**config.mk**
```make
export PLATFORM = sky130hd
export DESIGN_NAME = inst_fetch
export DESIGN_NICKNAME = d
export VERILOG_FILES = /design/src/rtl/inst_fetch.sv
export SDC_FILE = /design/constraint.sdc
export NUM_CORES = 1
export LEC_CHECK = 0
export ABC_AREA = 1
export CAP_MARGIN = 20
export CORE_MARGIN = 4
export CORE_UTILIZATION = 58
export CTS_BUF_LIST = sky130_fd_sc_hd__clkbuf_8
export CTS_CLUSTER_DIAMETER = 100
export CTS_CLUSTER_SIZE = 8
export DETAILED_ROUTE_END_ITERATION = 8
export PLACE_DENSITY = 0.83
export SLEW_MARGIN = 40
export SYNTH_ARGS = -nofsm -noshare
export SYNTH_HDL_FRONTEND = slang
export SYNTH_SLANG_ARGS = --single-unit
```
**constraint.sdc**
```tcl
create_clock -name clk -period 5.95 [get_ports clk]
set_clock_uncertainty 0.2 [all_clocks]
set_input_delay 0.595 -clock clk [delete_from_list [all_inputs] [get_ports clk]]
set_output_delay 0.595 -clock clk [all_outputs]
set_load 0.02 [all_outputs]
```
**src/rtl/inst_fetch.sv**
```systemverilog
// rtl/inst_fetch.sv - instruction fetch unit feeding decode through an in-order fetch queue
//
// Issues one sequential fetch at a time to the memory controller, queues the returned
// {pc, inst} pairs and hands one per cycle to decode. A flush or decode redirect empties
// the queue, retargets fetch and discards any response still in flight.
//
// Ports:
//   clk, rst_in          clock (rising edge), asynchronous active-high reset
//   rdy_in               global enable; low freezes every register
//   mem_req, mem_addr    fetch request, held with a stable address until mem_done
//   mem_done, mem_data   one-cycle response strobe and fetched instruction
//   flush, flush_pc      ROB mispredict restart (wins over a decode redirect)
//   dec_upd, dec_pc      decode-predicted jump/branch restart
//   dec_ready            decode can accept an instruction this cycle
//   if2dec               one-cycle valid for pc_out/inst_out
//   pc_out, inst_out     delivered instruction and its pc
module inst_fetch #(
  parameter int ADDR_WIDTH  = 32,
  parameter int INST_WIDTH  = 32,
  parameter int QUEUE_DEPTH = 4,
  parameter logic [ADDR_WIDTH-1:0] RESET_PC = '0
) (
  input  logic                  clk,
  input  logic                  rst_in,
  input  logic                  rdy_in,
  output logic                  mem_req,
  output logic [ADDR_WIDTH-1:0] mem_addr,
  input  logic                  mem_done,
  input  logic [INST_WIDTH-1:0] mem_data,
  input  logic                  flush,
  input  logic [ADDR_WIDTH-1:0] flush_pc,
  input  logic                  dec_upd,
  input  logic [ADDR_WIDTH-1:0] dec_pc,
  input  logic                  dec_ready,
  output logic                  if2dec,
  output logic [ADDR_WIDTH-1:0] pc_out,
  output logic [INST_WIDTH-1:0] inst_out
);

  localparam int PW = $clog2(QUEUE_DEPTH);
  localparam int CW = PW + 1;
  localparam logic [CW-1:0] DEPTH_C = CW'(QUEUE_DEPTH);

  typedef enum logic [1:0] {S_IDLE, S_WAIT, S_DROP} state_t;

  state_t                state;
  logic [ADDR_WIDTH-1:0] fetch_pc;
  logic [PW-1:0]         head;
  logic [PW-1:0]         tail;
  logic [CW-1:0]         count;
  logic [ADDR_WIDTH-1:0] q_pc   [QUEUE_DEPTH];
  logic [INST_WIDTH-1:0] q_inst [QUEUE_DEPTH];

  logic                  redirect;
  logic [ADDR_WIDTH-1:0] target;
  logic                  do_push;
  logic                  do_pop;

  assign redirect = flush | dec_upd;
  assign target   = flush ? flush_pc : dec_pc;
  // Only a WAIT response is kept; a redirect in the same cycle makes it stale.
  assign do_push  = (state == S_WAIT) && mem_done && !redirect;
  // Pop looks at the registered count, so a push lands one cycle before it can leave.
  assign do_pop   = (count != '0) && dec_ready && !redirect;

  // Queue storage needs no reset: count/head/tail decide what is valid.
  always_ff @(posedge clk) begin
    if (rdy_in && do_push) begin
      q_pc[tail]   <= fetch_pc;
      q_inst[tail] <= mem_data;
    end
  end

  always_ff @(posedge clk or posedge rst_in) begin
    if (rst_in) begin
      state    <= S_IDLE;
      fetch_pc <= RESET_PC;
      head     <= '0;
      tail     <= '0;
      count    <= '0;
      mem_req  <= 1'b0;
      mem_addr <= '0;
      if2dec   <= 1'b0;
      pc_out   <= '0;
      inst_out <= '0;
    end else if (rdy_in) begin
      case (state)
        S_IDLE: begin
          if (!redirect && count < DEPTH_C) begin
            mem_req  <= 1'b1;
            mem_addr <= fetch_pc;
            state    <= S_WAIT;
          end
        end
        S_WAIT: begin
          if (mem_done) begin
            mem_req <= 1'b0;
            state   <= S_IDLE;
            if (!redirect) fetch_pc <= fetch_pc + ADDR_WIDTH'(4);
          end else if (redirect) begin
            // Request stays up until the controller answers; its data is then dropped.
            state <= S_DROP;
          end
        end
        S_DROP: begin
          if (mem_done) begin
            mem_req <= 1'b0;
            state   <= S_IDLE;
          end
        end
        default: state <= S_IDLE;
      endcase

      if (redirect) begin
        fetch_pc <= target;
        head     <= '0;
        tail     <= '0;
        count    <= '0;
      end else begin
        if (do_push) tail <= tail + PW'(1);
        if (do_pop)  head <= head + PW'(1);
        case ({do_push, do_pop})
          2'b10:   count <= count + CW'(1);
          2'b01:   count <= count - CW'(1);
          default: count <= count;
        endcase
      end

      if (do_pop) begin
        if2dec   <= 1'b1;
        pc_out   <= q_pc[head];
        inst_out <= q_inst[head];
      end else begin
        if2dec <= 1'b0;
      end
    end
  end

endmodule
```
==> results of run 1 <==
-- path summary, 6_finish.rpt --
check                                   from      endpoint  slack [ps]  cells after the start
worst max-delay path                state[1]  q_inst[2][8]        2550                      7
worst min-delay path            inst_out[25]  inst_out[25]         280                      2
worst max register to register      state[1]  q_inst[2][8]        2550                      7
worst min register to register  inst_out[25]  inst_out[25]         280                      2
max in group asynchronous             rst_in  fetch_pc[11]        4080                      3
min in group asynchronous             rst_in       tail[1]         320                      2
-- logic make-up (layout without fill, tap and decap cells) --
kind of cell,after synthesis,after routing
AND/OR/NAND/NOR,715,715
AO/OA/AOI/OAI,260,260
buffers and inverters,146,382
XOR/XNOR,5,5
adder cells (fa/ha/maj),10,10
flip-flops,395,395
multiplexers,8,8
-- final cells by class --
class | instances | area (um^2)
clock buffers | 55 | 757
clock inverters | 44 | 180
fillers | 1899 | 8190
inverters | 64 | 251
multi-input cells | 998 | 4630
flip-flops and latches | 395 | 11200
well taps | 378 | 473
repair buffers | 219 | 2200
-- sequential cells by signal, summed over array words and instances, names as in the netlist --
name / cells
inst_out: 32
mem_req: 1
count: 3
fetch_pc: 32
head: 2
q_inst: 128
tail: 2
state: 2
pc_out: 32
if2dec: 1
mem_addr: 32
q_pc: 128
-- synthesized netlist by cell type --
library cell                 n
sky130_fd_sc_hd__a21oi_1    42
sky130_fd_sc_hd__o21ai_1     9
sky130_fd_sc_hd__xor2_1      5
sky130_fd_sc_hd__nor2_2      4
sky130_fd_sc_hd__o31ai_1     3
sky130_fd_sc_hd__nand3b_1    1
sky130_fd_sc_hd__o21ai_0   129
sky130_fd_sc_hd__a31oi_1     6
sky130_fd_sc_hd__o21a_1      2
sky130_fd_sc_hd__nand4_1     1
sky130_fd_sc_hd__nand3_1    22
sky130_fd_sc_hd__buf_1       4
sky130_fd_sc_hd__nand2_1   362
sky130_fd_sc_hd__clkbuf_1   38
sky130_fd_sc_hd__o32ai_1    64
sky130_fd_sc_hd__buf_4      10
sky130_fd_sc_hd__dfrtp_1   139
sky130_fd_sc_hd__nand2_2     1
sky130_fd_sc_hd__nor2_4      2
sky130_fd_sc_hd__fa_1        1
sky130_fd_sc_hd__inv_1      59
sky130_fd_sc_hd__mux2_2      8
sky130_fd_sc_hd__o22ai_1     4
sky130_fd_sc_hd__nor2_1    321
sky130_fd_sc_hd__buf_2      27
sky130_fd_sc_hd__inv_2       5
sky130_fd_sc_hd__nor3_1      1
sky130_fd_sc_hd__ha_1        9
sky130_fd_sc_hd__edfxtp_1  256
sky130_fd_sc_hd__o211ai_1    1
sky130_fd_sc_hd__buf_6       3
-- power by group through the flow --
| stage | clock network [mW] | logic (mW) | registers (mW) |
|---|---|---|---|
| global placement | 0 | 1.62 | 3.70 |
| CTS | 1.83 | 1.69 | 3.66 |
| detailed placement | 0 | 1.68 | 3.70 |
| finish | 1.81 | 1.68 | 3.66 |
| global route | 1.97 | 1.84 | 3.71 |
| floorplan | 0 | 0.582 | 3.92 |
-- tightest hold or removal path, cell delays in order (launching register included) --
cell                      delay [ps]
sky130_fd_sc_hd__dfrtp_1         340
sky130_fd_sc_hd__nand2_1          50
sky130_fd_sc_hd__nand2_1          50
-- metrics by stage --
| stage | area, um^2 | total power [mW] | hold WS [ps] | std cells | util (%) |
|---|---|---|---|---|---|
| after floorplan | 16400 | 4.50 | 293 | 1539 | - |
| after global placement | 18600 | 5.32 | 261 | 2049 | 66.8 |
| after detailed placement | 18700 | 5.38 | 264 | 2053 | 67.1 |
| after CTS | 19600 | 7.18 | 281 | 2152 | 70.5 |
| after global routing | 19700 | 7.52 | 307 | 2153 | 70.6 |
| final | 19700 | 7.16 | 276 | 2153 | 70.6 |
-- per-layer routing --
metal	wire length, um	vias to the layer above	part of all wire, %	global-route usage, %
li1	-	5641	-	-
met1	15800	5868	41	34.6
met2	18300	646	47	40.5
met3	4000	89	10	5.61
met4	926	0	2.4	8.48
met5	0	-	0	0
==> load_flow_metrics.sql, run 1 <==
INSERT INTO impl_metrics (metric_group, metric, value, unit) VALUES
('status', 'outcome', 'finished, final reports clean', ''),
('global_routing', 'grt_antenna_before_repair', '0', ''),
('routing', 'routed_wirelength', '39000', 'um'),
('worst_setup_path', 'worst_path_max_delay_cell', 'sky130_fd_sc_hd__buf_4', ''),
('yosys', 'syn-instance-count', '1539', ''),
('global_routing', 'grt_use_total', '25.2', '%'),
('global_routing', 'grt_first_pass_wirelength', '62600', 'um'),
('finish', 'syn_to_final_growth', '20.0', '%'),
('power_and_ir_drop', 'p_leak', '7.84', 'nW'),
('timing', 'setup_viol_count_final', '0', ''),
('routing', 'route.detailed.wl_per_inst', '18.1', 'um'),
('worst_setup_path', 'crit_required', '5960', 'ps'),
('yosys', 'main_combinational_cell_family_by_area_after_synthesis', 'simple AND/OR/NAND/NOR gates', ''),
('timing', 'post-route-period-util', '57.1', '%'),
('worst_setup_path', 'worst-setup-path-type', 'flip-flop to flip-flop', ''),
('yosys', 'synth-warning-count', '0', ''),
('global_routing', 'grt_pass1_vias', '12400', ''),
('clocking', 'post-cts-setup-buffers', '0', ''),
('yosys', 'synthDistinctLibCells', '31', ''),
('yosys', 'synth_simple_gate_area_share', '16.8', '%'),
('placement', 'routabilityCongestion', '0.928', ''),
('routing', 'drc', '0', ''),
('clocking', 'cts.reportedPaths.clkPinSlew', '60', 'ps'),
('floorplan', 'die_w', '176', 'um'),
('finish', 'n_antenna_cell', '0', ''),
('yosys', 'synth_seq_area_share', '68.1', '%'),
('floorplan', 'coreArea', '27900', 'um^2'),
('finish', 'final_common_cell', 'sky130_fd_sc_hd__nand2_1', ''),
('global_routing', 'grt_remaining_overflow', '0', ''),
('worst_setup_path', 'cp_slowest_stage_delay', '660', 'ps'),
('yosys', 'post_synthesis_area_per_instance', '10.6', 'um^2'),
('placement', 'dp.final_hpwl', '24600', 'um'),
('routing', 'vias', '12200', ''),
('finish', 'fin_nets', '1846', ''),
('routing', 'detailedRoute.firstIterationViolations', '1444', ''),
('routing', 'antenna_violating_nets_post_route', '0', ''),
('routing', 'via_per_inst', '5.69', ''),
('routing', 'detailedRoute.firstPassIterationCount', '6', ''),
('yosys', 'share_of_synthesized_area_spent_on_multiplexers', '0.550', '%'),
('clocking', 'tritoncts_num_sinks', '395', ''),
('power_and_ir_drop', 'power_density', '364', 'nW/um^2'),
('clocking', 'ctsResizeCount', '0', ''),
('yosys', 'synth-adder-area-share', '0.809', '%'),
('clocking', 'cts_inserted_buffers', '55', ''),
('clocking', 'clkLatencyLatePin', '600', 'ps'),
('run', 'cap_viol_max_count', '0', ''),
('worst_setup_path', 'worst_setup_path_start_kind', 'flip-flop', ''),
('worst_setup_path', 'timing.critical_path.mode_cell', 'sky130_fd_sc_hd__nand2_1', ''),
('floorplan', 'rows', '61', ''),
('yosys', 'synth_top_cell_area_share', '46.9', '%'),
('worst_setup_path', 'path_cells', 'inv_1 > ha_1 > nand2_1 > nor2_1 > nand2_1 > nor2_4 > buf_4', ''),
('power_and_ir_drop', 'power.internal', '4.93', 'mW'),
('floorplan', 'vertical_extent_of_the_die', '176', 'um'),
('finish', 'most-common-layout-cells', '361 x sky130_fd_sc_hd__nand2_1, 317 x sky130_fd_sc_hd__nor2_1, 256 x sky130_fd_sc_hd__edfxtp_1, 200 x sky130_fd_sc_hd__clkdlybuf4s50_1, 137 x sky130_fd_sc_hd__dfrtp_1', ''),
('clocking', 'cts-htree-levels', '2', ''),
('power_and_ir_drop', 'swShare', '31.1', '%'),
('worst_setup_path', 'end_kind', 'flip-flop', ''),
('placement', 'number_of_buffers_inserted_by_port_buffering', '200', ''),
('floorplan', 'i_o_pin_total', '201', ''),
('power_and_ir_drop', 'p_clk_share', '25.3', '%'),
('yosys', 'postSynthNetCount', '1652', ''),
('worst_setup_path', 'critPathArrivalTime', '3410', 'ps'),
('placement', 'pre_cts_ws', '1980', 'ps'),
('timing', 'final-max-slew-violation-count', '0', ''),
('timing', 'timing_hold_violations_final', '0', ''),
('clocking', 'ctsLongestPathBuffers', '3', ''),
('floorplan', 'floorplan.initialDensity', '58.8', '%'),
('timing', 'total_negative_slack', '0', 'ps'),
('global_routing', 'grt_start_max_net_pins', '114', ''),
('worst_setup_path', 'worst_path_dominant_cell_family', 'simple AND/OR/NAND/NOR gates', ''),
('clocking', 'cts_root_buffer', 'sky130_fd_sc_hd__clkbuf_8', '');
Power figures use the tool's default switching activity.
==> inputs of run 2 (changes only) <==
clock period = 3.5 ns   (was 5.95 ns; I/O delays follow)
==> load_flow_metrics.sql, run 2 (synthesis results as in run 1) <==
INSERT INTO impl_metrics (metric_group, metric, value, unit) VALUES
('clocking', 'post-cts-setup-buffers', '0', ''),
('placement', 'number_of_buffers_inserted_by_port_buffering', '200', ''),
('timing', 'worst_slack', '645', 'ps'),
('routing', 'detailedRoute.firstPassIterationCount', '5', ''),
('global_routing', 'grt_antenna_before_repair', '0', ''),
('global_routing', 'grt_use_total', '25.3', '%'),
('finish', 'syn_to_final_growth', '20.7', '%'),
('power_and_ir_drop', 'worst_ir_drop_vdd', '0.421', 'mV'),
('worst_setup_path', 'worst_setup_path_start_kind', 'flip-flop', ''),
('worst_setup_path', 'crit_required', '3510', 'ps'),
('clocking', 'cts_root_buffer', 'sky130_fd_sc_hd__clkbuf_8', ''),
('timing', 'total_negative_slack', '0', 'ps'),
('clocking', 'cts-htree-levels', '2', ''),
('clocking', 'clkLatencyLatePin', '580', 'ps'),
('worst_setup_path', 'highest_net_fanout_along_the_worst_path', '35', ''),
('clocking', 'ctsLongestPathBuffers', '3', ''),
('finish', 'fin_nets', '1856', ''),
('placement', 'dp.final_hpwl', '25300', 'um'),
('floorplan', 'i_o_pin_total', '201', ''),
('floorplan', 'floorplan.initialDensity', '58.8', '%'),
('placement', 'routabilityCongestion', '0.912', ''),
('timing', 'max_clock_freq', '0.350', 'GHz'),
('global_routing', 'grt_first_pass_wirelength', '62900', 'um'),
('finish', 'most-common-layout-cells', '361 x sky130_fd_sc_hd__nand2_1, 317 x sky130_fd_sc_hd__nor2_1, 256 x sky130_fd_sc_hd__edfxtp_1, 200 x sky130_fd_sc_hd__clkdlybuf4s50_1, 137 x sky130_fd_sc_hd__dfrtp_1', ''),
('finish', 'final_common_cell', 'sky130_fd_sc_hd__nand2_1', ''),
('routing', 'via_per_inst', '5.65', ''),
('global_routing', 'grt_pass1_vias', '12000', ''),
('timing', 'timing.slew.headroom', '49.2', '%'),
('finish', 'postLayoutCoreUtil', '71.0', '%'),
('clocking', 'cts.reportedPaths.clkPinSlew', '70', 'ps'),
('timing', 'worstMarginPinSlew', '761', 'ps'),
('routing', 'antenna_violating_nets_post_route', '0', ''),
('run', 'cap_viol_max_count', '0', ''),
('finish', 'number_of_inserted_filler_cells_in_the_final_layout', '1911', ''),
('placement', 'placed_cells', '2062', ''),
('timing', 'final-max-slew-violation-count', '0', ''),
('worst_setup_path', 'end_kind', 'flip-flop', ''),
('timing', 'timing_hold_violations_final', '0', ''),
('power_and_ir_drop', 'p_leak', '7.92', 'nW'),
('worst_setup_path', 'worst-setup-path-type', 'flip-flop to flip-flop', ''),
('clocking', 'tritoncts_num_sinks', '395', ''),
('status', 'outcome', 'finished, final reports clean', ''),
('placement', 'pre_cts_ws', '456', 'ps'),
('timing', 'grt_setup_unrepaired', 'false', ''),
('timing', 'finalWorstPathRequiredPeriod', '2860', 'ps'),
('finish', 'drive_gt1_share', '6.55', '%'),
('finish', 'sequential_cell_area', '11200', 'um^2'),
('floorplan', 'die_w', '176', 'um'),
('floorplan', 'die_area', '31000', 'um^2'),
('min_path', 'hold_path_class', 'input pin to flip-flop', ''),
('power_and_ir_drop', 'power_density', '617', 'nW/um^2'),
('clocking', 'cts_inserted_buffers', '55', ''),
('routing', 'vias', '12200', ''),
('timing', 'setup_viol_count_final', '0', ''),
('routing', 'detailedRoute.firstIterationViolations', '1255', ''),
('floorplan', 'rows', '61', ''),
('worst_setup_path', 'worst_path_max_delay_cell', 'sky130_fd_sc_hd__buf_4', ''),
('routing', 'route.detailed.wl_per_inst', '18.3', 'um'),
('worst_setup_path', 'cp_slowest_stage_delay', '460', 'ps'),
('global_routing', 'grt_start_max_net_pins', '90', ''),
('floorplan', 'vertical_extent_of_the_die', '176', 'um'),
('worst_setup_path', 'critPathArrivalTime', '2870', 'ps'),
('worst_setup_path', 'path_cells', 'inv_1 > ha_1 > nand2_1 > nor2_1 > nand2_1 > nor2_4 > buf_4', ''),
('worst_setup_path', 'timing.critical_path.mode_cell', 'sky130_fd_sc_hd__nand2_1', ''),
('finish', 'finalNonFillerCells', '2166', ''),
('floorplan', 'coreArea', '27900', 'um^2'),
('power_and_ir_drop', 'power.total', '12.2', 'mW'),
('routing', 'routed_wirelength', '39600', 'um'),
('clocking', 'cts_tree', 'built', ''),
('finish', 'top_regs', 'q_inst x128, q_pc x128', ''),
('timing', 'post-route-period-util', '81.6', '%'),
('finish', 'area_used_by_multi_input_combinational_logic', '4620', 'um^2'),
('routing', 'drc', '0', ''),
('global_routing', 'grt_remaining_overflow', '0', '');
==> run 2: cell type report <==
cell class / instances / share of cell area [%]
clock inverters: 45 / 0.917
flip-flops and latches: 395 / 56.5
well taps: 378 / 2.39
diodes: 1 / 0.0126
inverters: 64 / 1.25
clock buffers: 56 / 3.89
multi-input cells: 998 / 23.3
repair buffers: 229 / 11.7
==> run 2: per-stage QoR <==
stage	hold WS, ps	cell area (um^2)
floorplan	249	16400
global placement	261	18800
detailed placement	264	18800
CTS	115	19800
global route	162	19800
finish	143	19800
==> run 2: power breakdown <==
group          switching (mW)  total (mW)  internal (mW)
Sequential              0.594        6.25           5.65
Clock                    1.63        3.11           1.48
Combinational            1.56        2.84           1.28
Total                    3.79        12.2           8.42
==> run 2: path summary, 6_finish.rpt <==
path                             startpoint           to  slack [ps]  cells after the start
worst max-delay path               state[1]  q_pc[1][22]         640                      7
max in group asynchronous            rst_in      head[0]        2010                      4
worst max register to register     state[1]  q_pc[1][22]         640                      7
worst min register to register  inst_out[8]  inst_out[8]         280                      2
worst min-delay path            flush_pc[1]  fetch_pc[1]         140                      3
min in group asynchronous            rst_in  mem_addr[6]         370                      3
==> run 2: per-layer routing <==
metal,wire [um],vias up,track usage [%]
li1,-,5650,-
met1,16400,5861,36.2
met2,18700,655,40.7
met3,3640,72,4.58
met4,807,0,7.18
met5,0,-,0
==> run 2: worst max-delay path: cells and delay by family, from the launching register on <==
kind | cells | cell delay (ps)
buffers and inverters | 2 | 560
flip-flops | 1 | 410
adder cells (fa/ha/maj) | 1 | 200
AND/OR/NAND/NOR | 4 | 1090
==> run 2: what timing repair did <==
item / 4_1_cts / 5_1_grt
endpoints found under the hold margin: 2 / 0
hold buffers: 1 / 0
gates resized for setup: 0 / 0
